**config.mk**
```make
export PLATFORM = sky130hd
export DESIGN_NAME = sfa_pr_host
export DESIGN_NICKNAME = d
export VERILOG_FILES = /design/src/rtl/sfa_pr_host.sv
export SDC_FILE = /design/constraint.sdc
export NUM_CORES = 1
export LEC_CHECK = 0
export CAP_MARGIN = 25
export CORE_MARGIN = 2
export CORE_UTILIZATION = 40
export DETAILED_ROUTE_END_ITERATION = 12
export GPL_ROUTABILITY_DRIVEN = 0
export PLACE_DENSITY = 0.77
export SLEW_MARGIN = 20
export SYNTH_ARGS = -nofsm -noshare
export SYNTH_HDL_FRONTEND = slang
export SYNTH_SLANG_ARGS = --single-unit
```
**constraint.sdc**
```tcl
create_clock -name ACLK -period 5.6 [get_ports ACLK]
set_input_delay 0.84 -clock ACLK [delete_from_list [all_inputs] [get_ports ACLK]]
set_output_delay 0.84 -clock ACLK [all_outputs]
set_load 0.1 [all_outputs]
```
**src/rtl/sfa_pr_host.sv**
```systemverilog
// Initiator for the PR accelerator stream protocol: one command beat, paired operand
// streaming, result forwarding, return-word capture and an idle watchdog per job.
module sfa_pr_host #(
   parameter int DATA_W  = 32,
   parameter int CNT_W   = 16,
   parameter int TIMEOUT = 1024
) (
   input  logic              ACLK,
   input  logic              ARESET,
   input  logic              start,
   input  logic [DATA_W-1:0] opcode,
   input  logic [CNT_W-1:0]  length,
   output logic              busy,
   output logic              done,
   output logic              error,
   output logic [DATA_W-1:0] ret_code,
   output logic              mCMD_tvalid,
   input  logic              mCMD_tready,
   output logic [DATA_W-1:0] mCMD_tdata,
   input  logic              sA_tvalid,
   input  logic [DATA_W-1:0] sA_tdata,
   output logic              sA_tready,
   input  logic              sB_tvalid,
   input  logic [DATA_W-1:0] sB_tdata,
   output logic              sB_tready,
   output logic              mIn1_tvalid,
   output logic [DATA_W-1:0] mIn1_tdata,
   input  logic              mIn1_tready,
   output logic              mIn2_tvalid,
   output logic [DATA_W-1:0] mIn2_tdata,
   input  logic              mIn2_tready,
   input  logic              sOut_tvalid,
   input  logic [DATA_W-1:0] sOut_tdata,
   output logic              sOut_tready,
   output logic              mRes_tvalid,
   output logic [DATA_W-1:0] mRes_tdata,
   input  logic              mRes_tready,
   input  logic              sRet_tvalid,
   input  logic [DATA_W-1:0] sRet_tdata,
   output logic              sRet_tready
);

   localparam int WD_W = (TIMEOUT > 0) ? $clog2(TIMEOUT + 1) : 1;

   typedef enum logic [2:0] {
      S_IDLE,
      S_CMD,
      S_STREAM,
      S_WAIT_RET,
      S_DONE
   } state_t;

   state_t            state, state_nx;
   logic [DATA_W-1:0] op_q;
   logic [DATA_W-1:0] ret_q;
   logic [CNT_W-1:0]  len_q;
   logic [CNT_W-1:0]  sent, rcvd;
   logic [CNT_W-1:0]  sent_nx, rcvd_nx;
   logic [WD_W-1:0]   wdog, wdog_nx;
   logic              err_q;

   logic active;
   logic send_ok, res_ok;
   logic fire;
   logic pair_xfer, res_xfer, ret_xfer, any_xfer;
   logic timeout_hit;

   // Handshake qualification; tvalid terms never look at any tready.
   always_comb begin
      active      = (state == S_STREAM) || (state == S_WAIT_RET);
      send_ok     = sent < len_q;
      res_ok      = rcvd < len_q;
      fire        = (state == S_STREAM) && sA_tvalid && sB_tvalid && send_ok;
      pair_xfer   = fire && mIn1_tready && mIn2_tready;
      res_xfer    = active && res_ok && sOut_tvalid && mRes_tready;
      ret_xfer    = active && sRet_tvalid;
      any_xfer    = pair_xfer || res_xfer || ret_xfer;
      sent_nx     = sent + CNT_W'(pair_xfer);
      rcvd_nx     = rcvd + CNT_W'(res_xfer);
      wdog_nx     = any_xfer ? '0 : wdog + WD_W'(1);
      timeout_hit = (TIMEOUT != 0) && active && !any_xfer && (wdog_nx == WD_W'(TIMEOUT));
   end

   // NOTE: every always_comb output gets a default first so no path can infer a latch.
   always_comb begin
      state_nx = state;
      case (state)
         S_IDLE:     if (start) state_nx = S_CMD;
         S_CMD:      if (mCMD_tready) state_nx = (len_q == '0) ? S_WAIT_RET : S_STREAM;
         S_STREAM: begin
            if (ret_xfer || timeout_hit) state_nx = S_DONE;
            else if (sent_nx == len_q)   state_nx = S_WAIT_RET;
         end
         S_WAIT_RET: if (ret_xfer || timeout_hit) state_nx = S_DONE;
         S_DONE:     state_nx = S_IDLE;
         default:    state_nx = S_IDLE;
      endcase
   end

   // NOTE: sequential state uses non-blocking assignments so all registers update together.
   always_ff @(posedge ACLK or posedge ARESET) begin
      if (ARESET) begin
         state <= S_IDLE;
         op_q  <= '0;
         ret_q <= '0;
         len_q <= '0;
         sent  <= '0;
         rcvd  <= '0;
         wdog  <= '0;
         err_q <= 1'b0;
      end else begin
         state <= state_nx;
         if (state == S_IDLE && start) begin
            op_q  <= opcode;
            len_q <= length;
            sent  <= '0;
            rcvd  <= '0;
            wdog  <= '0;
         end
         if (active) begin
            sent <= sent_nx;
            rcvd <= rcvd_nx;
            wdog <= (TIMEOUT == 0) ? '0 : wdog_nx;
            // Error uses post-increment counts so a same-cycle final beat is not short.
            if (ret_xfer) begin
               ret_q <= sRet_tdata;
               err_q <= (sent_nx != len_q) || (rcvd_nx != len_q);
            end else if (timeout_hit) begin
               ret_q <= '1;
               err_q <= 1'b1;
            end
         end
      end
   end

   always_comb begin
      busy        = (state != S_IDLE);
      done        = (state == S_DONE);
      error       = (state == S_DONE) && err_q;
      ret_code    = ret_q;
      mCMD_tvalid = (state == S_CMD);
      mCMD_tdata  = op_q;
      mIn1_tvalid = fire;
      mIn2_tvalid = fire;
      mIn1_tdata  = sA_tdata;
      mIn2_tdata  = sB_tdata;
      sA_tready   = pair_xfer;
      sB_tready   = pair_xfer;
      mRes_tvalid = active && res_ok && sOut_tvalid;
      mRes_tdata  = sOut_tdata;
      sOut_tready = active && res_ok && mRes_tready;
      sRet_tready = active;
   end

endmodule

```
# Yosys cells after proc, flatten, opt, wreduce, memory -nomap -nowiden
# Cells that the tools add are included.
dict set report totals {
  out_inout_bits 171
  ff_bits 127
  elab_cells 69
}
dict set report classes {
  n_addsub 3
  mux 17
  order_cmp 2
  n_eq_ne 12
  n_reduce_logical 27
}
# operator n
set op_table {}
lappend op_table {{$mux W32} 2}
lappend op_table {{$mux W16} 3}
lappend op_table {{$mux W11} 3}
lappend op_table {{$add A16 B1 Y16} 2}
lappend op_table {{$lt A16 B16 Y1} 2}
lappend op_table {{$ne A16 B16 Y1} 2}
lappend op_table {{$eq A16 B16 Y1} 1}
lappend op_table {{$logic_not A16 Y1} 1}
lappend op_table {{$mux W3} 5}
lappend op_table {{$logic_and A1 B1 Y1} 14}
lappend op_table {{$pmux W3 S4} 1}
lappend op_table {{$add A11 B1 Y11 const B} 1}
lappend op_table {{$eq A11 B11 Y1 const B} 1}
lappend op_table {{$eq A3 B2 Y1 const B} 2}
lappend op_table {{$logic_or A1 B1 Y1} 5}
lappend op_table {{$ne A2 B1 Y1 const B} 2}
lappend op_table {{$reduce_and A4 Y1} 1}
lappend op_table {{$reduce_bool A2 Y1} 2}
lappend op_table {{$eq A3 B1 Y1 const B} 1}
lappend op_table {{$eq A3 B3 Y1 const B} 1}
lappend op_table {{$logic_not A3 Y1} 1}
lappend op_table {{$mux W1} 3}
lappend op_table {{$ne A3 B1 Y1 const B} 1}
lappend op_table {{$reduce_bool A3 Y1} 1}
lappend op_table {{other kinds (3)} 3}

# Logic depth before layout (Yosys ltp)
# Gate-level depths: netlist of the first run.
dict set report depth {
  ltp_word 14
  depth_mapped 20
}

# Least setup slack after synthesis of the first run
# No wires, ideal clock.
dict set report synth_timing {
  path_kind {flip-flop to flip-flop}
  start {register len_q[5]}
  end {register state[0]}
  required_ns 5.506
  setup_ns 0.094
  path_buffers 2
  path_stages_with_launch 20
  path_slack_ns 0.856
  arrival_time_ns 4.650
  cell_sequence {dfrtp_1 > clkbuf_1 > inv_1 > ha_1 > a21o_1 > a21o_1 > a221oi_1 > o21ai_0 > nand2b_1 > and4_1 > ha_1 > buf_2 > inv_1 > nor4_4 > xnor2_1 > o211a_1 > a2111oi_2 > and3_1 > o31ai_1 > a211oi_1}
}
dict set report synth_via {
  elab_chain_cells 12
  elab_cells_between_ends 26
}
# item line_no
set synth_lines {}
lappend synth_lines {{start, declared} 56} ;# logic [CNT_W-1:0] len_q;
lappend synth_lines {{start signal, assigned} 115} ;# len_q <= length;
lappend synth_lines {{$lt A16 B16 Y1 *} 71} ;# send_ok = sent < len_q;
lappend synth_lines {{$logic_and A1 B1 Y1 *} 73} ;# fire = (state == S_STREAM) && sA_tvalid && sB_tvalid && send_ok;
lappend synth_lines {{$logic_and A1 B1 Y1 * (2 in series)} 74} ;# pair_xfer = fire && mIn1_tready && mIn2_tready;
lappend synth_lines {{named net sA_tready} 22} ;# output logic sA_tready,
lappend synth_lines {{branches (longest 8 deep; another with $add A16 B1 Y16)} --}
lappend synth_lines {{end signal, assigned} 112} ;# state <= state_nx;
lappend synth_lines {{end, declared} 53} ;# state_t state, state_nx;
# Mark *: on every way through the listed nets, which the timed path passes. The select of a mux whose other input is x is not followed.
# A chain may end at the register's enable or synchronous reset.

# Final worst setup path of the first run
dict set report layout_timing {
  start {register len_q[1]}
  end {register state[0]}
}
dict set report layout_via {
  elab_chain_cells 12
  elab_cells_between_ends 26
}
# item
set layout_lines {}
lappend layout_lines {{branches (longest 12 deep; another with $lt A16 B16 Y1)}}
# Several ways; the timed one is not identified. The select of a mux whose other input is x is not followed.

==> impl_summary.txt, run 1 <==
----------------------------------------------------
[Floorplanning]
  Standard cell core area ... 19,500 um2
  Horizontal die dimension ... 145 um
  Ports placed on the boundary ... 358
  Initial Util ... 40.8%
  Floorplan row count ... 51
  Die footprint ... 21,000 um2
  Die height ... 145 um

[Worst setup path]
  Required arrival time at the worst endpoint ... 5.92 ns
  Maximum net fanout on the critical path ... 10
  Setup CP Type ... reg2reg
  Critical Path End Type ... register
  Arrival time reported for the critical path endpoint ... 5.16 ns
  R2R Setup Slk ... 0.76 ns
  Startpoint kind of the worst setup timing path ... register
  Worst r2r path cells ... 17

[Clocking]
  # resized after CTS ... 0
  Clock-pin slew on the worst setup and hold paths ... 0.06 ns
  Depth of the CTS H-tree ... 4
  Root Driver ... clkbuf_16
  CTS tree ... done
  Number of setup buffers added after CTS ... 0
  Clock latency of the later-clocked register in the worst-skew pair ... 0.42 ns
  Clock buffer count from CTS ... 17
  Sink Count ... 127
  Buffer levels on the longest clock path ... 2
  Number of buffers added to fix hold violations after cts ... 0

[GRT]
  Total grt overflow ... 0
  Global-route total usage across every layer ... 21.0%
  First-pass GRT wire length ... 33.8 mm
  Largest net degree at the start of global routing ... 82
  Vias in the first global route ... 6,435
  Antenna violations before repair ... 1

[Final layout]
  Total Nets Final ... 1,090
  Combined flip-flop and latch cell area ... 3180 um2
  Area occupied by multi-input gates ... 3750 um2
  Fraction of layout instances using a drive strength above 1 ... 12.1%
  Fill cell count ... 1,777
  Final Instance Count excl. Fillers ... 1,149
  Signed area change from the synthesized netlist to the final layout ... 22.0%

[Synthesis]
  Largest area contributor in the synthesized netlist ... dfrtp_1
  Number of synthesized flops with an enable pin ... 0
  Top cells by instance count after synthesis ... dfrtp_1, buf_4, nand2_1
  Primary FF master, synth ... dfrtp_1
  FFs w/ async S/R, synth ... 100%
  Area share of the largest cell type after synthesis ... 40.0%
  Most common cell in the synthesized netlist ... dfrtp_1
  Total nets after synthesis ... 1,037
  Synth Register Bits ... 127
  Synth cell types ... 68
  Total number of yosys warnings ... 0
  Largest cells by area after synthesis ... dfrtp_1, buf_4, mux2_2
  Synthesized area ... 7940 um2
  Avg Cell Area, Syn ... 9.72 um2
  Syn Inst Count ... 817
  Sequential cell area fraction in the yosys report ... 40.0%

[STA]
  Max transition margin ... 28.2%
  Setup skew after layout ... 0.0193 ns
  Setup TNS ... 0 ns
  Unrepaired setup endpoints after global routing ... no
  Worst-Margin Slew ... 1.07 ns
  Achievable frequency ... 206 MHz
  Tmin final ... 4.84 ns
  Hold violation total from the final report ... 0
  Number of pins with negative max-slew slack in the final report ... 0
  Final Setup Violations ... 0
  Tcrit/Tclk final ... 86.5%

[Detailed routing]
  Antenna Violating Nets Remaining ... 0
  Total number of vias ... 6,393
  Average routed wire per standard cell ... 18.8 um
  Number of DRC violations after detailed-routing iteration 0 ... 457
  First-pass iteration count of the detailed router ... 7
  Drt via density ... 5.56
  DRC violations left ... 0
  Final routed wirelength across all metal layers ... 21.6 mm

[Power and ir drop]
  Worst IR drop on VDD ... 0.000605 V
  Leakage ... 4.09 nW
  Power Dens Cells ... 666 nW/um2

[Placed design]
  Number of port buffers ... 165
  Detail Placement HPWL ... 15.7 mm
  Placed Instances ... 1,116

[Job]
  Number of violations of the max-capacitance limit ... 0

[Hold path]
  Class of the tightest hold or removal check ... reg2reg
  Cell depth of the worst hold path ... 1

[Run status]
  Run status ... finished, final reports clean

----------------------------------------------------
## report_power, final
| group | leakage (nW) | switching, mW | internal, mW |
|---|---|---|---|
| sequential | 1.56 | 0.320 | 1.24 |
| combinational | 2.24 | 2.73 | 1.04 |
| clock | 0.284 | 0.457 | 0.672 |
| total | 4.09 | 3.51 | 2.94 |
## cells in the final DEF (no fill, tap or decap), types with 25 or more instances in the layout
| cell | instances |
|---|---|
| clkdlybuf4s50_1 | 161 |
| dfrtp_1 | 127 |
| nand2_1 | 52 |
| mux2_2 | 48 |
| nand3_1 | 39 |
| o21ai_0 | 39 |
| ha_1 | 33 |
| o22a_1 | 32 |
| nor2_1 | 27 |
| inv_1 | 25 |
## registers in the layout (all words and copies together) (netlist names)
name	flops
ret_code	32
len_q	16
rcvd	16
err_q	1
mCMD_tdata	32
sent	16
wdog	11
state	3
## path summary, 6_finish.rpt
kind,start,endpoint
max,len_q[1],state[0]
min,ret_code[20],ret_code[20]
max reg2reg,len_q[1],state[0]
min reg2reg,ret_code[20],ret_code[20]
max in group asynchronous,ARESET,rcvd[8]
min in group asynchronous,ARESET,mCMD_tdata[0]
## critical path, cell delays in order, from the launching register on
cell       delay [ns]
dfrtp_1          0.44
inv_1            0.13
ha_1             0.31
a21o_1           0.16
a211o_1          0.28
a221oi_1         0.47
o21ai_0          0.19
nand2b_1         0.11
and4_1           0.28
ha_1             0.41
inv_1            0.15
nor4_4           0.50
xnor2_1          0.11
o211a_1          0.25
a2111oi_2        0.42
and3_1           0.23
o31ai_1          0.06
a211oi_1         0.25
## cells by family after synthesis
| group | after synthesis | synth area share [%] |
|---|---|---|
| AO/OA/AOI/OAI | 168 | 14.7 |
| XOR/XNOR | 36 | 3.97 |
| adder cells (fa/ha/maj) | 33 | 5.20 |
| buffers and inverters | 165 | 12.7 |
| flip-flops | 127 | 40.0 |
| multiplexers | 51 | 7.19 |
| AND/OR/NAND/NOR | 237 | 16.2 |
## final cells by class
class                      instances  area share, %
clock inverter                    14           1.74
tap                              265           3.42
multi-input combinational        525           38.7
clock buffer                      18           4.43
antenna                            1         0.0258
timing repair buffer             172           17.7
sequential                       127           32.8
inverter                          27           1.07
## metal layers
layer	up-vias	wire length, um	track usage [%]
met1	3061	8820	26.0
li1	2971	-	-
met2	309	10000	32.9
met5	-	0	0
met4	0	467	8.38
met3	52	2280	8.29
## through the flow
stage | hold WS [ns] | power, mW | instance area, um2 | utilization (%) | setup slack, ns
final | 0.485 | 6.45 | 9680 | 49.8 | 0.757
after global routing | 0.501 | 6.75 | 9680 | 49.8 | 0.392
after CTS | 0.490 | 6.50 | 9680 | 49.7 | 0.807
after detailed placement | 0.476 | 5.33 | 9080 | 46.7 | 0.807
after global placement | 0.469 | 5.27 | 9050 | 46.5 | 0.834
after floorplan | 0.464 | 4.69 | 7940 | - | 0.856
(Power assumes the default switching activity.)
==> run 2: changes to the inputs <==
Settings changed: CORE_MARGIN 2 to not set.
==> run 2 against run 1 <==
Register-to-register slack worse by 0.02 ns. Critical path depth unchanged. Worst setup slack worse by 0.023 ns. Clock power hardly changed. Routed wire length down 0.17%. Global-route usage increased by 0.88 points. Non-clock buffer count unchanged. Sequential cell count is the same. Via count is 1.8% higher. Fmax fell by 0.46%. Sequential share of layout area increased by 0.055 points. Die area down 2.7%.
==> impl_summary.txt, run 2 (synthesis results as in run 1) <==
----------------------------------------------------
[Power and ir drop]
  Leakage ... 4.09 nW
  Power Dens Cells ... 667 nW/um2
  Net switching component of the power ... 3.57 mW
  Clock network fraction of design power ... 17.2%
  Worst IR drop on VDD ... 0.000615 V
  Register share of total power ... 24.2%
  Internal power ... 2.88 mW
  Share of power burned in combinational logic ... 58.6%
  Switching portion of total power ... 55.4%

[Placed design]
  Number of port buffers ... 165
  Placed Instances ... 1,116
  Detail Placement HPWL ... 15.9 mm

[Worst setup path]
  Launching instance or port of the critical path ... len_q[1]
  Critical Path End Type ... register
  Cell with the largest stage delay on the worst path ... a221oi_1
  Largest delay contributor family on the critical path ... compound AO/OA/AOI/OAI gates
  Count of buffering cells on the critical path with inverters included ... 1
  Setup CP Type ... reg2reg
  Startpoint kind of the worst setup timing path ... register
  Maximum net fanout on the critical path ... 10
  Worst r2r path cells ... 17
  Crit Reg-Reg Endpoint ... state[0]
  CP max stage delay ... 0.54 ns
  Cells traversed along the worst timing path ... inv_1 > ha_1 > a21o_1 > a211o_1 > a221oi_1 > o21ai_0 > nand2b_1 > and4_1 > ha_1 > and3_1 > xnor2_1 > o311ai_0 > o21ai_1 > a2111oi_2 > and3_1 > o31ai_1 > a211oi_1
  Reg-to-reg startpoint ... len_q[1]
  Required arrival time at the worst endpoint ... 5.93 ns
  Arrival time reported for the critical path endpoint ... 5.20 ns
  R2R Setup Slk ... 0.73 ns

[Run status]
  Run status ... finished, final reports clean

[GRT]
  Largest net degree at the start of global routing ... 65
  Total grt overflow ... 0
  Antenna violations before repair ... 0
  Global-route total usage across every layer ... 21.9%
  First-pass GRT wire length ... 33.9 mm
  Vias in the first global route ... 6,266

[Floorplanning]
  Standard cell core area ... 19,500 um2
  Die footprint ... 20,400 um2
  Die height ... 143 um
  Initial Util ... 40.8%
  Horizontal die dimension ... 143 um
  Floorplan row count ... 51
  Ports placed on the boundary ... 358

[Clocking]
  Number of setup buffers added after CTS ... 0
  Root Driver ... clkbuf_16
  Buffer levels on the longest clock path ... 2
  # resized after CTS ... 0
  Clock buffer count from CTS ... 17
  Depth of the CTS H-tree ... 4
  Number of buffers added to fix hold violations after cts ... 0
  Clock-pin slew on the worst setup and hold paths ... 0.07 ns
  Sink Count ... 127
  CTS tree ... done
  Clock latency of the later-clocked register in the worst-skew pair ... 0.43 ns

[STA]
  Number of pins with negative max-slew slack in the final report ... 0
  Achievable frequency ... 206 MHz
  Hold violation total from the final report ... 0
  Final Setup Violations ... 0
  Max transition margin ... 29.5%
  Tcrit/Tclk final ... 86.9%
  Setup TNS ... 0 ns
  Worst-Margin Slew ... 1.05 ns
  Unrepaired setup endpoints after global routing ... no
  Setup skew after layout ... 0.0143 ns
  Tmin final ... 4.87 ns

[Detailed routing]
  Average routed wire per standard cell ... 18.8 um
  DRC violations left ... 0
  Total number of vias ... 6,510
  First-pass iteration count of the detailed router ... 5
  Number of DRC violations after detailed-routing iteration 0 ... 425
  Antenna Violating Nets Remaining ... 0
  Drt via density ... 5.67
  Final routed wirelength across all metal layers ... 21.6 mm

[Job]
  Number of violations of the max-capacitance limit ... 0

[Final layout]
  Number of antenna repair diodes ... 0
  Final Instance Count excl. Fillers ... 1,148
  Total Nets Final ... 1,090
  Fraction of layout instances using a drive strength above 1 ... 12.2%
  Most frequent cells in the layout ... clkdlybuf4s50_1, dfrtp_1, nand2_1
  Fill cell count ... 1,764
  Signed area change from the synthesized netlist to the final layout ... 21.8%
  Leading cell type in the layout, fill and taps excluded ... clkdlybuf4s50_1

[Hold path]
  Worst hold path endpoint ... ret_code[22]
  Origin of the worst min-delay path ... ret_code[22]
  Cell depth of the worst hold path ... 1
  Class of the tightest hold or removal check ... reg2reg

----------------------------------------------------
[run 2: per-layer routing]
layer / routed length [um] / vias up / track usage (%)
li1: - / 2964 / -
met1: 8890 / 3164 / 26.6
met2: 9860 / 312 / 34.7
met3: 2160 / 70 / 8.32
met4: 661 / 0 / 9.11
met5: 0 / - / 0
[run 2: worst max path at each step]
stage                to  slack, ns  cells past startpoint
6_report       state[0]       0.73                     17
5_1_grt        state[0]       0.50                     17
4_1_cts        state[0]       0.82                     17
3_5_place_dp   state[0]       0.80                     14
3_3_place_gp   state[0]       0.86                     14
2_1_floorplan  state[0]       0.86                     19
[run 2: cell type report]
class                           instances  area, um2  area share [%]
Multi-Input combinational cell        525       3750            38.8
Tap cell                              265        332            3.43
Clock inverter                         15        163            1.68
Timing Repair Buffer                  172       1710            17.7
Sequential cell                       127       3180            32.9
Inverter                               27        104            1.07
Clock buffer                           17        425            4.40
[run 2: power by group through the flow]
stage | registers, mW | logic, mW | clock network, mW
2_1_floorplan | 3.12 | 1.56 | 0
4_1_cts | 1.56 | 3.78 | 1.14
3_5_place_dp | 1.57 | 3.77 | 0
6_report | 1.56 | 3.78 | 1.11
5_1_grt | 1.60 | 3.94 | 1.17
3_3_place_gp | 1.55 | 3.73 | 0
[run 2: through the flow]
stage	util (%)	setup WS, ns	hold slack, ns	cell area [um2]	power, mW
floorplan	-	0.856	0.464	7940	4.69
global placement	46.5	0.864	0.469	9050	5.28
detailed placement	46.7	0.798	0.476	9080	5.34
CTS	49.7	0.821	0.491	9670	6.48
global route	49.7	0.496	0.506	9670	6.71
finish	49.7	0.734	0.488	9670	6.45
